==> src/rtl/matrix_ls_row_sequencer_if.sv <==
// Command, scratchpad-request and completion signals of the matrix load/store row sequencer.
// master = command issuer / scratchpad side, slave = the sequencer.
interface matrix_ls_row_sequencer_if #(
  parameter int ROWS   = 4,
  parameter int WORD_W = 32,
  parameter int MREG_W = 4
);
  localparam int ROW_W = $clog2(ROWS);

  // command from the load/store dispatch stage
  logic              start;
  logic              is_store;
  logic [WORD_W-1:0] base_addr;
  logic [WORD_W-1:0] stride;
  logic [MREG_W-1:0] rd;
  logic              busy;

  // per-row scratchpad request and its completion
  logic              req_valid;
  logic              req_write;
  logic [WORD_W-1:0] req_addr;
  logic [ROW_W-1:0]  req_row;
  logic              req_ready;
  logic              mhit;

  // completion towards writeback
  logic              done;
  logic [MREG_W-1:0] done_rd;

  modport master (
    output start, is_store, base_addr, stride, rd, req_ready, mhit,
    input  busy, req_valid, req_write, req_addr, req_row, done, done_rd
  );

  modport slave (
    input  start, is_store, base_addr, stride, rd, req_ready, mhit,
    output busy, req_valid, req_write, req_addr, req_row, done, done_rd
  );
endinterface

==> src/rtl/matrix_ls_row_sequencer.sv <==
// Splits one matrix load/store command into ROWS strided scratchpad row requests.
// Optional MATRIX_LS_PERF_EN adds the perf_wait_cycles counter output.
module matrix_ls_row_sequencer #(
  parameter int ROWS   = 4,
  parameter int WORD_W = 32,
  parameter int MREG_W = 4
) (
  input  logic                     clk,
  input  logic                     rst,
  input  logic                     flush,
  input  logic                     freeze,
  matrix_ls_row_sequencer_if.slave ls
`ifdef MATRIX_LS_PERF_EN
  , output logic [15:0]            perf_wait_cycles
`endif
);
  localparam int ROW_W = $clog2(ROWS);
  localparam logic [ROW_W-1:0] LAST_ROW = ROW_W'(ROWS - 1);

  typedef enum logic [1:0] {
    IDLE  = 2'd0,
    ISSUE = 2'd1,
    WAIT  = 2'd2,
    DONE  = 2'd3
  } state_t;

  state_t            state_reg,  state_next;
  logic [ROW_W-1:0]  row_reg,    row_next;
  logic [WORD_W-1:0] addr_reg,   addr_next;
  logic [WORD_W-1:0] stride_reg, stride_next;
  logic              write_reg,  write_next;
  logic [MREG_W-1:0] rd_reg,     rd_next;
  logic              pend_reg,   pend_next;
  logic              start_accept;
  logic              hit;

  always_ff @(posedge clk) begin
    if (rst) begin
      state_reg  <= IDLE;
      row_reg    <= '0;
      addr_reg   <= '0;
      stride_reg <= '0;
      write_reg  <= 1'b0;
      rd_reg     <= '0;
      pend_reg   <= 1'b0;
    end else begin
      state_reg  <= state_next;
      row_reg    <= row_next;
      addr_reg   <= addr_next;
      stride_reg <= stride_next;
      write_reg  <= write_next;
      rd_reg     <= rd_next;
      pend_reg   <= pend_next;
    end
  end

  // Priority: flush, then freeze, then normal sequencing.
  always_comb begin
    state_next   = state_reg;
    row_next     = row_reg;
    addr_next    = addr_reg;
    stride_next  = stride_reg;
    write_next   = write_reg;
    rd_next      = rd_reg;
    pend_next    = pend_reg;
    start_accept = 1'b0;
    hit          = ls.mhit | pend_reg;

    if (flush) begin
      state_next = IDLE;
      pend_next  = 1'b0;
    end else if (freeze) begin
      // a hit seen while frozen is remembered and consumed once unfrozen
      if ((state_reg == WAIT) && ls.mhit) begin
        pend_next = 1'b1;
      end
    end else begin
      unique case (state_reg)
        IDLE: begin
          if (ls.start) begin
            start_accept = 1'b1;
            addr_next    = ls.base_addr;
            stride_next  = ls.stride;
            write_next   = ls.is_store;
            rd_next      = ls.rd;
            row_next     = '0;
            state_next   = ISSUE;
          end
        end
        ISSUE: begin
          if (ls.req_ready) begin
            state_next = WAIT;
          end
        end
        WAIT: begin
          if (hit) begin
            pend_next = 1'b0;
            if (row_reg == LAST_ROW) begin
              state_next = DONE;
            end else begin
              row_next   = row_reg + 1'b1;
              addr_next  = addr_reg + stride_reg;
              state_next = ISSUE;
            end
          end
        end
        DONE: begin
          state_next = IDLE;
        end
        default: begin
          state_next = IDLE;
        end
      endcase
    end
  end

  // Valid and done are masked combinationally so a frozen cycle never handshakes.
  assign ls.busy      = (state_reg != IDLE);
  assign ls.req_valid = (state_reg == ISSUE) && !freeze;
  assign ls.req_write = write_reg;
  assign ls.req_addr  = addr_reg;
  assign ls.req_row   = row_reg;
  assign ls.done      = (state_reg == DONE) && !freeze;
  assign ls.done_rd   = ls.done ? rd_reg : '0;

`ifdef MATRIX_LS_PERF_EN
  logic [15:0] perf_reg;
  logic        perf_inc;

  assign perf_inc = (state_reg == WAIT) || (freeze && (state_reg != IDLE));

  always_ff @(posedge clk) begin
    if (rst) begin
      perf_reg <= '0;
    end else if (start_accept) begin
      perf_reg <= '0;
    end else if (perf_inc && (perf_reg != 16'hFFFF)) begin
      perf_reg <= perf_reg + 16'd1;
    end
  end

  assign perf_wait_cycles = perf_reg;
`endif
endmodule

==> src/flat_wrapper.sv <==
// flat-port wrapper written by rule: the top's interface ports become plain ports
module matrix_ls_row_sequencer_flat 
#(
  parameter int ROWS   = 4,
  parameter int WORD_W = 32,
  parameter int MREG_W = 4
)
  (clk, rst, flush, freeze, ls_start, ls_is_store, ls_base_addr, ls_stride, ls_rd, ls_req_ready, ls_mhit, ls_busy, ls_req_valid, ls_req_write, ls_req_addr, ls_req_row, ls_done, ls_done_rd);
  matrix_ls_row_sequencer_if #(.ROWS(ROWS), .WORD_W(WORD_W), .MREG_W(MREG_W)) ls_i ();
  input  logic clk;
  input  logic rst;
  input  logic flush;
  input  logic freeze;
  input wire logic [$bits(ls_i.start)-1:0] ls_start;
  input wire logic [$bits(ls_i.is_store)-1:0] ls_is_store;
  input wire logic [$bits(ls_i.base_addr)-1:0] ls_base_addr;
  input wire logic [$bits(ls_i.stride)-1:0] ls_stride;
  input wire logic [$bits(ls_i.rd)-1:0] ls_rd;
  input wire logic [$bits(ls_i.req_ready)-1:0] ls_req_ready;
  input wire logic [$bits(ls_i.mhit)-1:0] ls_mhit;
  output wire logic [$bits(ls_i.busy)-1:0] ls_busy;
  output wire logic [$bits(ls_i.req_valid)-1:0] ls_req_valid;
  output wire logic [$bits(ls_i.req_write)-1:0] ls_req_write;
  output wire logic [$bits(ls_i.req_addr)-1:0] ls_req_addr;
  output wire logic [$bits(ls_i.req_row)-1:0] ls_req_row;
  output wire logic [$bits(ls_i.done)-1:0] ls_done;
  output wire logic [$bits(ls_i.done_rd)-1:0] ls_done_rd;
  assign ls_i.start = ls_start;
  assign ls_i.is_store = ls_is_store;
  assign ls_i.base_addr = ls_base_addr;
  assign ls_i.stride = ls_stride;
  assign ls_i.rd = ls_rd;
  assign ls_i.req_ready = ls_req_ready;
  assign ls_i.mhit = ls_mhit;
  assign ls_busy = ls_i.busy;
  assign ls_req_valid = ls_i.req_valid;
  assign ls_req_write = ls_i.req_write;
  assign ls_req_addr = ls_i.req_addr;
  assign ls_req_row = ls_i.req_row;
  assign ls_done = ls_i.done;
  assign ls_done_rd = ls_i.done_rd;
  matrix_ls_row_sequencer #(.ROWS(ROWS), .WORD_W(WORD_W), .MREG_W(MREG_W)) u_core (.clk(clk), .rst(rst), .flush(flush), .freeze(freeze), .ls(ls_i));
endmodule
==> config.mk <==
export PLATFORM = sky130hd
export DESIGN_NAME = matrix_ls_row_sequencer_flat
export DESIGN_NICKNAME = d
export VERILOG_FILES = /design/src/rtl/matrix_ls_row_sequencer_if.sv /design/src/rtl/matrix_ls_row_sequencer.sv /design/src/flat_wrapper.sv
export SDC_FILE = /design/constraint.sdc
export NUM_CORES = 1
export LEC_CHECK = 0
export BUFFER_PORTS_ARGS = -buffer_cell sky130_fd_sc_hd__buf_2
export CAP_MARGIN = 5
export CORE_ASPECT_RATIO = 0.5
export CORE_MARGIN = 8
export CORE_UTILIZATION = 56
export CTS_BUF_LIST = sky130_fd_sc_hd__clkbuf_8
export CTS_CLUSTER_DIAMETER = 80
export CTS_CLUSTER_SIZE = 8
export DETAILED_ROUTE_END_ITERATION = 6
export PLACE_DENSITY = 0.83
export SYNTH_ARGS = -nofsm -noshare
export SYNTH_HDL_FRONTEND = slang
export SYNTH_SLANG_ARGS = --single-unit
==> constraint.sdc <==
create_clock -name clk -period 3.05 [get_ports clk]
set_input_delay 0.1525 -clock clk [delete_from_list [all_inputs] [get_ports clk]]
set_output_delay 0.1525 -clock clk [all_outputs]
set_load 0.03 [all_outputs]
==> flow_metrics.tcl, run 1 <==
set metrics [dict create \
    outcome "finished, final reports clean" \
    grt_pass1_wl_mm 23.1 \
    numCtsBuffers 9 \
    cts.sinks 74 \
    required_ns 3.29 \
    clock_power_share_pct 35.2 \
    endpoint_kind "flip-flop" \
    place_area_mm2 0.00546 \
    worst_r2r_endpoint "u_core.ls.req_addr[26]" \
    synth_warnings 0 \
    design_area_mm2 0.00566 \
    setup_ws_ns 0.225 \
    grt.overflow.total 0 \
    io_pins 118 \
    finalSetupViolations 0 \
    cts_tree "done" \
    cp-start-kind "flip-flop" \
    via_per_inst 5.87 \
    rrSetupSlack_ns 0.22 \
    finalNonFillerCells 870 \
    timing.rr.start "u_core.ls.req_addr[0]" \
    period_share_pct 92.6 \
    synth_cell_types 57 \
    report.final.slew_viol_count 0 \
    synth.yosys.seq_area_share_pct 30.7 \
    worstSetupPathType "reg2reg" \
    die_w_um 147 \
    wire_per_inst_um 16.1 \
    postCtsHoldBufs 0 \
    combPwrFrac_pct 17.1 \
    ctsRootBufferMaster "clkbuf_8" \
    fin_setup_tns_ns 0 \
    cts_setup_buffers 0 \
    drtAntennaViolNets 0 \
    first_iter_violations 356 \
    synth_edf_count 0 \
    syn-cell-area_mm2 0.00483 \
    wl_mm 14.0 \
    io_buffers 117 \
    path_max_fanout 4 \
    whs_ns 0.0342 \
    dpl.hpwl_mm 10.6 \
    cts-htree-levels 3 \
    holdPathEnd "u_core.stride_reg[4]" \
    nets 857 \
    reg2regPathDepth 11 \
    cap_violations 0 \
    p_int_mw 1.56 \
    clkLatencyLatePin_ns 0.35 \
    rsz0062_at_grt "false" \
    worst_clock_skew_ns 0.00817 \
    clock_path_buffers 2 \
    drc 0 \
    whs_path_depth 3 \
    area_growth_pct 17.2 \
    vdd_drop_max_mv 0.176 \
    grt_max_degree 46 \
    rows 24 \
    diodes 0 \
    die_area_mm2 0.0120 \
    dp.cells 854 \
    hold_path_class "in2reg" \
    ys.flop_type "dfxtp_1" \
    die_y_um 81.7 \
    syn_nets 761 \
    postLayoutCoreUtil_pct 66.4 \
    max_freq_mhz 354 \
    cp_data_arrival_time_ns 3.07 \
    switching_share_pct 28.2 \
    place_congestion 0.944 \
    core-area_mm2 0.00853 \
    slew_headroom_pct 41.1 \
    sequentialPowerShare_pct 47.7 \
    layout-drive-gt1-share_pct 20.3 \
    synth.avg_cell_area_um2 7.41 \
    grt_pass1_vias 4831 \
    powerDensity_mw_per_mm2 383 \
    leakagePower_nw 2.49 \
    start_util_pct 56.6 \
    first_pass_iters 5 \
    antenna_found_initial 0 \
    syn_inst 652 \
    netSwitchingPower_mw 0.612 \
    power.total_mw 2.17 \
    ys_ff_latch 74 \
    ys_async_sr_fraction_pct 0 \
    pre_cts_slack_ns 0.299 \
    ctsResizeCount 0 \
    hold_violations 0 \
    holdCritStartpoint "ls_stride[4]" \
    tightestPinTransition_ns 0.883 \
    gr-usage-all-layers_pct 23.1 \
    min_period_ns 2.83 \
    vias 5104 \
    clk_pin_slew_ns 0.07 \
]
[synthesized netlist by cell type, types with 6 or more instances]
| library cell | n | share of area, % |
|---|---|---|
| ha_1 | 32 | 8.3 |
| a21o_1 | 17 | 2.6 |
| a211oi_1 | 15 | 2.3 |
| nor2_1 | 52 | 4.0 |
| and3_1 | 6 | 0.78 |
| or3_1 | 9 | 1.2 |
| nand3_1 | 12 | 1.2 |
| inv_1 | 9 | 0.70 |
| a21oi_1 | 83 | 8.6 |
| o21ai_0 | 31 | 3.2 |
| xnor2_1 | 11 | 2.0 |
| and2_1 | 7 | 0.91 |
| o21bai_1 | 12 | 1.9 |
| nand4_1 | 9 | 1.2 |
| a31oi_1 | 8 | 1.0 |
| nand2_1 | 132 | 10 |
| a311oi_1 | 9 | 1.6 |
| dfxtp_1 | 74 | 31 |
| nor3_1 | 14 | 1.5 |
| clkbuf_1 | 33 | 2.6 |
[worst max path at each step]
stage	startpoint	end	slack, ns	cells past startpoint
floorplan	u_core.ls.req_addr[12]	u_core.ls.req_addr[31]	0.35	10
global placement	u_core.ls.req_addr[0]	u_core.ls.req_addr[26]	0.32	11
detailed placement	u_core.ls.req_addr[0]	u_core.ls.req_addr[26]	0.30	11
CTS	u_core.ls.req_addr[0]	u_core.ls.req_addr[26]	0.28	11
global route	u_core.ls.req_addr[0]	u_core.ls.req_addr[26]	0.009	11
finish	u_core.ls.req_addr[0]	u_core.ls.req_addr[26]	0.22	11
[layout make-up]
cell class | count | area [µm²]
Multi-Input combinational cell | 525 | 3130
Fill cell | 769 | 2870
Sequential cell | 74 | 1480
Timing Repair Buffer | 129 | 676
Clock buffer | 11 | 151
Tap cell | 117 | 146
Clock inverter | 5 | 46.3
Inverter | 9 | 33.8
[layout by cell type, fill, tap and decap left out, drive strengths merged, types with 3 or more instances in the layout]
master,Yosys,final
nand2,132,132
buf,11,129
a21oi,84,84
dfxtp,74,74
nor2,52,52
ha,32,32
o21ai,32,32
a21o,18,18
a211oi,15,15
nor3,15,15
inv,9,12
nand3,12,12
o21bai,12,12
xnor2,11,11
clkbuf,33,11
or3,10,10
nand4,9,9
a311oi,9,9
a31oi,8,8
and2,7,7
and3,6,6
xor2,5,5
a221oi,5,5
nand3b,5,5
nor3b,4,4
nor4,4,4
o211ai,4,4
mux2i,3,3
o22ai,3,3
a2111oi,3,3
[logic make-up after synthesis]
kind of cell,Yosys count,synth area share [%]
XOR/XNOR,16,2.90
AO/OA/AOI/OAI,208,27.7
flip-flops,74,30.7
AND/OR/NAND/NOR,265,24.7
adder cells (fa/ha/maj),33,8.70
multiplexers,3,0.622
buffers and inverters,53,4.66
[worst max-delay path, cell delays in order, from the launching register on]
cell     delay [ns]
dfxtp_1        0.36
ha_1           0.20
fa_1           0.22
a21o_1         0.12
a21oi_1        0.09
o21a_1         0.23
nor3_1         0.41
nor4_1         0.13
buf_4          0.18
nor4_1         0.48
mux2i_1        0.24
nor2_1         0.06
[metal layers]
| metal | GRT usage (%) | vias to the layer above | wire length [µm] |
|---|---|---|---|
| li1 | - | 2532 | - |
| met1 | 29.9 | 2366 | 6460 |
| met2 | 39.1 | 185 | 6430 |
| met3 | 5.22 | 21 | 956 |
| met4 | 5.95 | 0 | 180 |
| met5 | 0 | - | 0 |
[power groups by stage]
| stage | Clock [mW] | Sequential [mW] | Combinational (mW) |
|---|---|---|---|
| 2_1_floorplan | 0 | 1.09 | 0.205 |
| 3_3_place_gp | 0 | 1.05 | 0.362 |
| 3_5_place_dp | 0 | 1.06 | 0.367 |
| 4_1_cts | 0.780 | 1.03 | 0.369 |
| 5_1_grt | 0.822 | 1.04 | 0.412 |
| 6_report | 0.764 | 1.03 | 0.370 |
Power figures use the tool's default switching activity.
==> run 2: changes to the inputs <==
--- a/config.mk
+++ b/config.mk
@@ -15,6 +15,7 @@
 export CTS_CLUSTER_SIZE = 8
 export DETAILED_ROUTE_END_ITERATION = 6
 export PLACE_DENSITY = 0.83
+export SETUP_SLACK_MARGIN = 0.4
 export SYNTH_ARGS = -nofsm -noshare
 export SYNTH_HDL_FRONTEND = slang
 export SYNTH_SLANG_ARGS = --single-unit
==> constraint.sdc (replaced) <==
create_clock -name clk -period 3.05 [get_ports clk]
set_input_delay 0.4575 -clock clk [delete_from_list [all_inputs] [get_ports clk]]
set_output_delay 0.4575 -clock clk [all_outputs]
set_load 0.03 [all_outputs]
==> run 2 against run 1 <==
Net effect: wire length increased by 3.2%; sequential share of layout area decreased by 1.1 points; critical path depth decreased by 2; largest cell class unchanged; largest power group unchanged.
==> flow_metrics.tcl, run 2 (synthesis results as in run 1) <==
set metrics [dict create \
    layout_common_cells "nand2_1 (132), buf_2 (117), a21oi_1 (80), dfxtp_1 (70), nor2_1 (52)" \
    fin_setup_tns_ns 0 \
    cts.sinks 74 \
    layout-drive-gt1-share_pct 25.8 \
    diodes 0 \
    max_freq_mhz 387 \
    first_pass_iters 5 \
    report.final.slew_viol_count 0 \
    worst_clock_skew_ns 0.0101 \
    ctsRootBufferMaster "clkbuf_8" \
    whs_ns 0.333 \
    path_cells "ha_2, and3_4, a221oi_2, o21ai_2, o2111ai_2, a21oi_2, o31a_1, or3_1, a31oi_1" \
    finalNonFillerCells 873 \
    pre_cts_slack_ns 0.322 \
    clk_pin_slew_ns 0.08 \
    outcome "finished, final reports clean" \
    postCtsHoldBufs 0 \
    die_w_um 147 \
    vdd_drop_max_mv 0.232 \
    holdCritStartpoint "ls_stride[16]" \
    wl_mm 14.5 \
    crit_cells 9 \
    min_period_ns 2.58 \
    vias 5082 \
    drc 0 \
    wire_per_inst_um 16.6 \
    grt.overflow.total 0 \
    final_common_cell "nand2_1" \
    grt_pass1_vias 4742 \
    grt_max_degree 45 \
    first_iter_violations 293 \
    numCtsBuffers 9 \
    clkLatencyLatePin_ns 0.36 \
    worstSetupPathType "reg2reg" \
    powerDensity_mw_per_mm2 373 \
    dpl.hpwl_mm 10.5 \
    nets 860 \
    area_growth_pct 22.5 \
    timing.rr.start "u_core.ls.req_addr[9]" \
    setup_ws_ns 0.467 \
    setup.worst_path.start "u_core.ls.req_addr[9]" \
    core-area_mm2 0.00853 \
    reg2regPathDepth 9 \
    cts-htree-levels 3 \
    period_share_pct 84.7 \
    hold_path_class "in2reg" \
    tightestPinTransition_ns 0.753 \
    rows 24 \
    gr-usage-all-layers_pct 23.5 \
    hold_violations 0 \
    postLayoutCoreUtil_pct 69.4 \
    leakagePower_nw 2.53 \
    cap_violations 0 \
    dp.cells 854 \
    worst_r2r_endpoint "u_core.ls.req_addr[31]" \
    via_per_inst 5.82 \
    crit_slowest_cell "or3_1" \
    antenna_found_initial 0 \
    die_area_mm2 0.0120 \
    grt_pass1_wl_mm 23.4 \
    path_max_fanout 7 \
    rsz0062_at_grt "true" \
    cp-start-kind "flip-flop" \
    place_congestion 0.945 \
    start_util_pct 56.6 \
    endpoint_kind "flip-flop" \
    drtAntennaViolNets 0 \
    clock_path_buffers 2 \
    cp_top_family "compound AO/OA/AOI/OAI gates" \
    worst-path-buf-inv 0 \
    endpoint "u_core.ls.req_addr[31]" \
    io_buffers 117 \
    slew_headroom_pct 49.3 \
    required_ns 3.33 \
    finalSetupViolations 0 \
    rrSetupSlack_ns 0.47 \
    io_pins 118 \
    cts_tree "done" \
    cp_data_arrival_time_ns 2.86 \
    max_stage_delay_ns 0.37 \
    die_y_um 81.7 \
]
## run 2: cell count changes in the layout (fill, tap and decap cells not counted), moves of 4 or more
cell	before	now
a211oi_1	15	11
a211oi_2	0	4
dfxtp_1	74	70
dfxtp_2	0	4
ha_1	32	20
ha_2	0	6
ha_4	0	6
## run 2: power breakdown
part           internal, mW  switching (mW)
combinational         0.153           0.237
sequential             1.01          0.0338
clock                 0.413           0.365
total                  1.57           0.636
## run 2: metal layers
layer  track usage [%]  share of wire [%]  up-vias
met5                 0                  0        -
met4              6.66                1.3        0
met3              6.10                7.4       20
met2              38.1                 44      175
met1              30.9                 47     2346
li1                  -                  -     2541
## run 2: timing repair
action	4_1_cts	5_1_grt
setup endpoints to repair	4	13
buffers inserted	2	1
pin swaps	5	8
gates resized for setup	12	30
## run 2: worst min-delay path, cell delays in order
cell     delay, ns
buf_2         0.09
nand2_1       0.04
a21oi_1       0.05
## run 2: through the flow
| stage | instance area [µm²] | power [mW] |
|---|---|---|
| 6_report | 5920 | 2.21 |
| 4_1_cts | 5770 | 2.20 |
| 3_5_place_dp | 5480 | 1.43 |
| 2_1_floorplan | 4830 | 1.30 |
| 5_1_grt | 5920 | 2.30 |
| 3_3_place_gp | 5480 | 1.42 |
## run 2: how the worst min path moves through the flow
stage	endpoint	slack, ns	cells past startpoint
floorplan	u_core.rd_reg[0]	0.43	2
global placement	u_core.rd_reg[1]	0.44	2
detailed placement	u_core.rd_reg[0]	0.44	2
CTS	u_core.stride_reg[7]	0.33	3
global route	u_core.stride_reg[7]	0.33	3
finish	u_core.stride_reg[16]	0.33	3
## run 2: layout make-up
type	count	area, µm²
clock buffer	11	151
clock inverter	5	46.3
fill	742	2610
inverter	9	33.8
multi-input combinational	525	3340
sequential	74	1490
tap	117	146
timing repair buffer	132	711
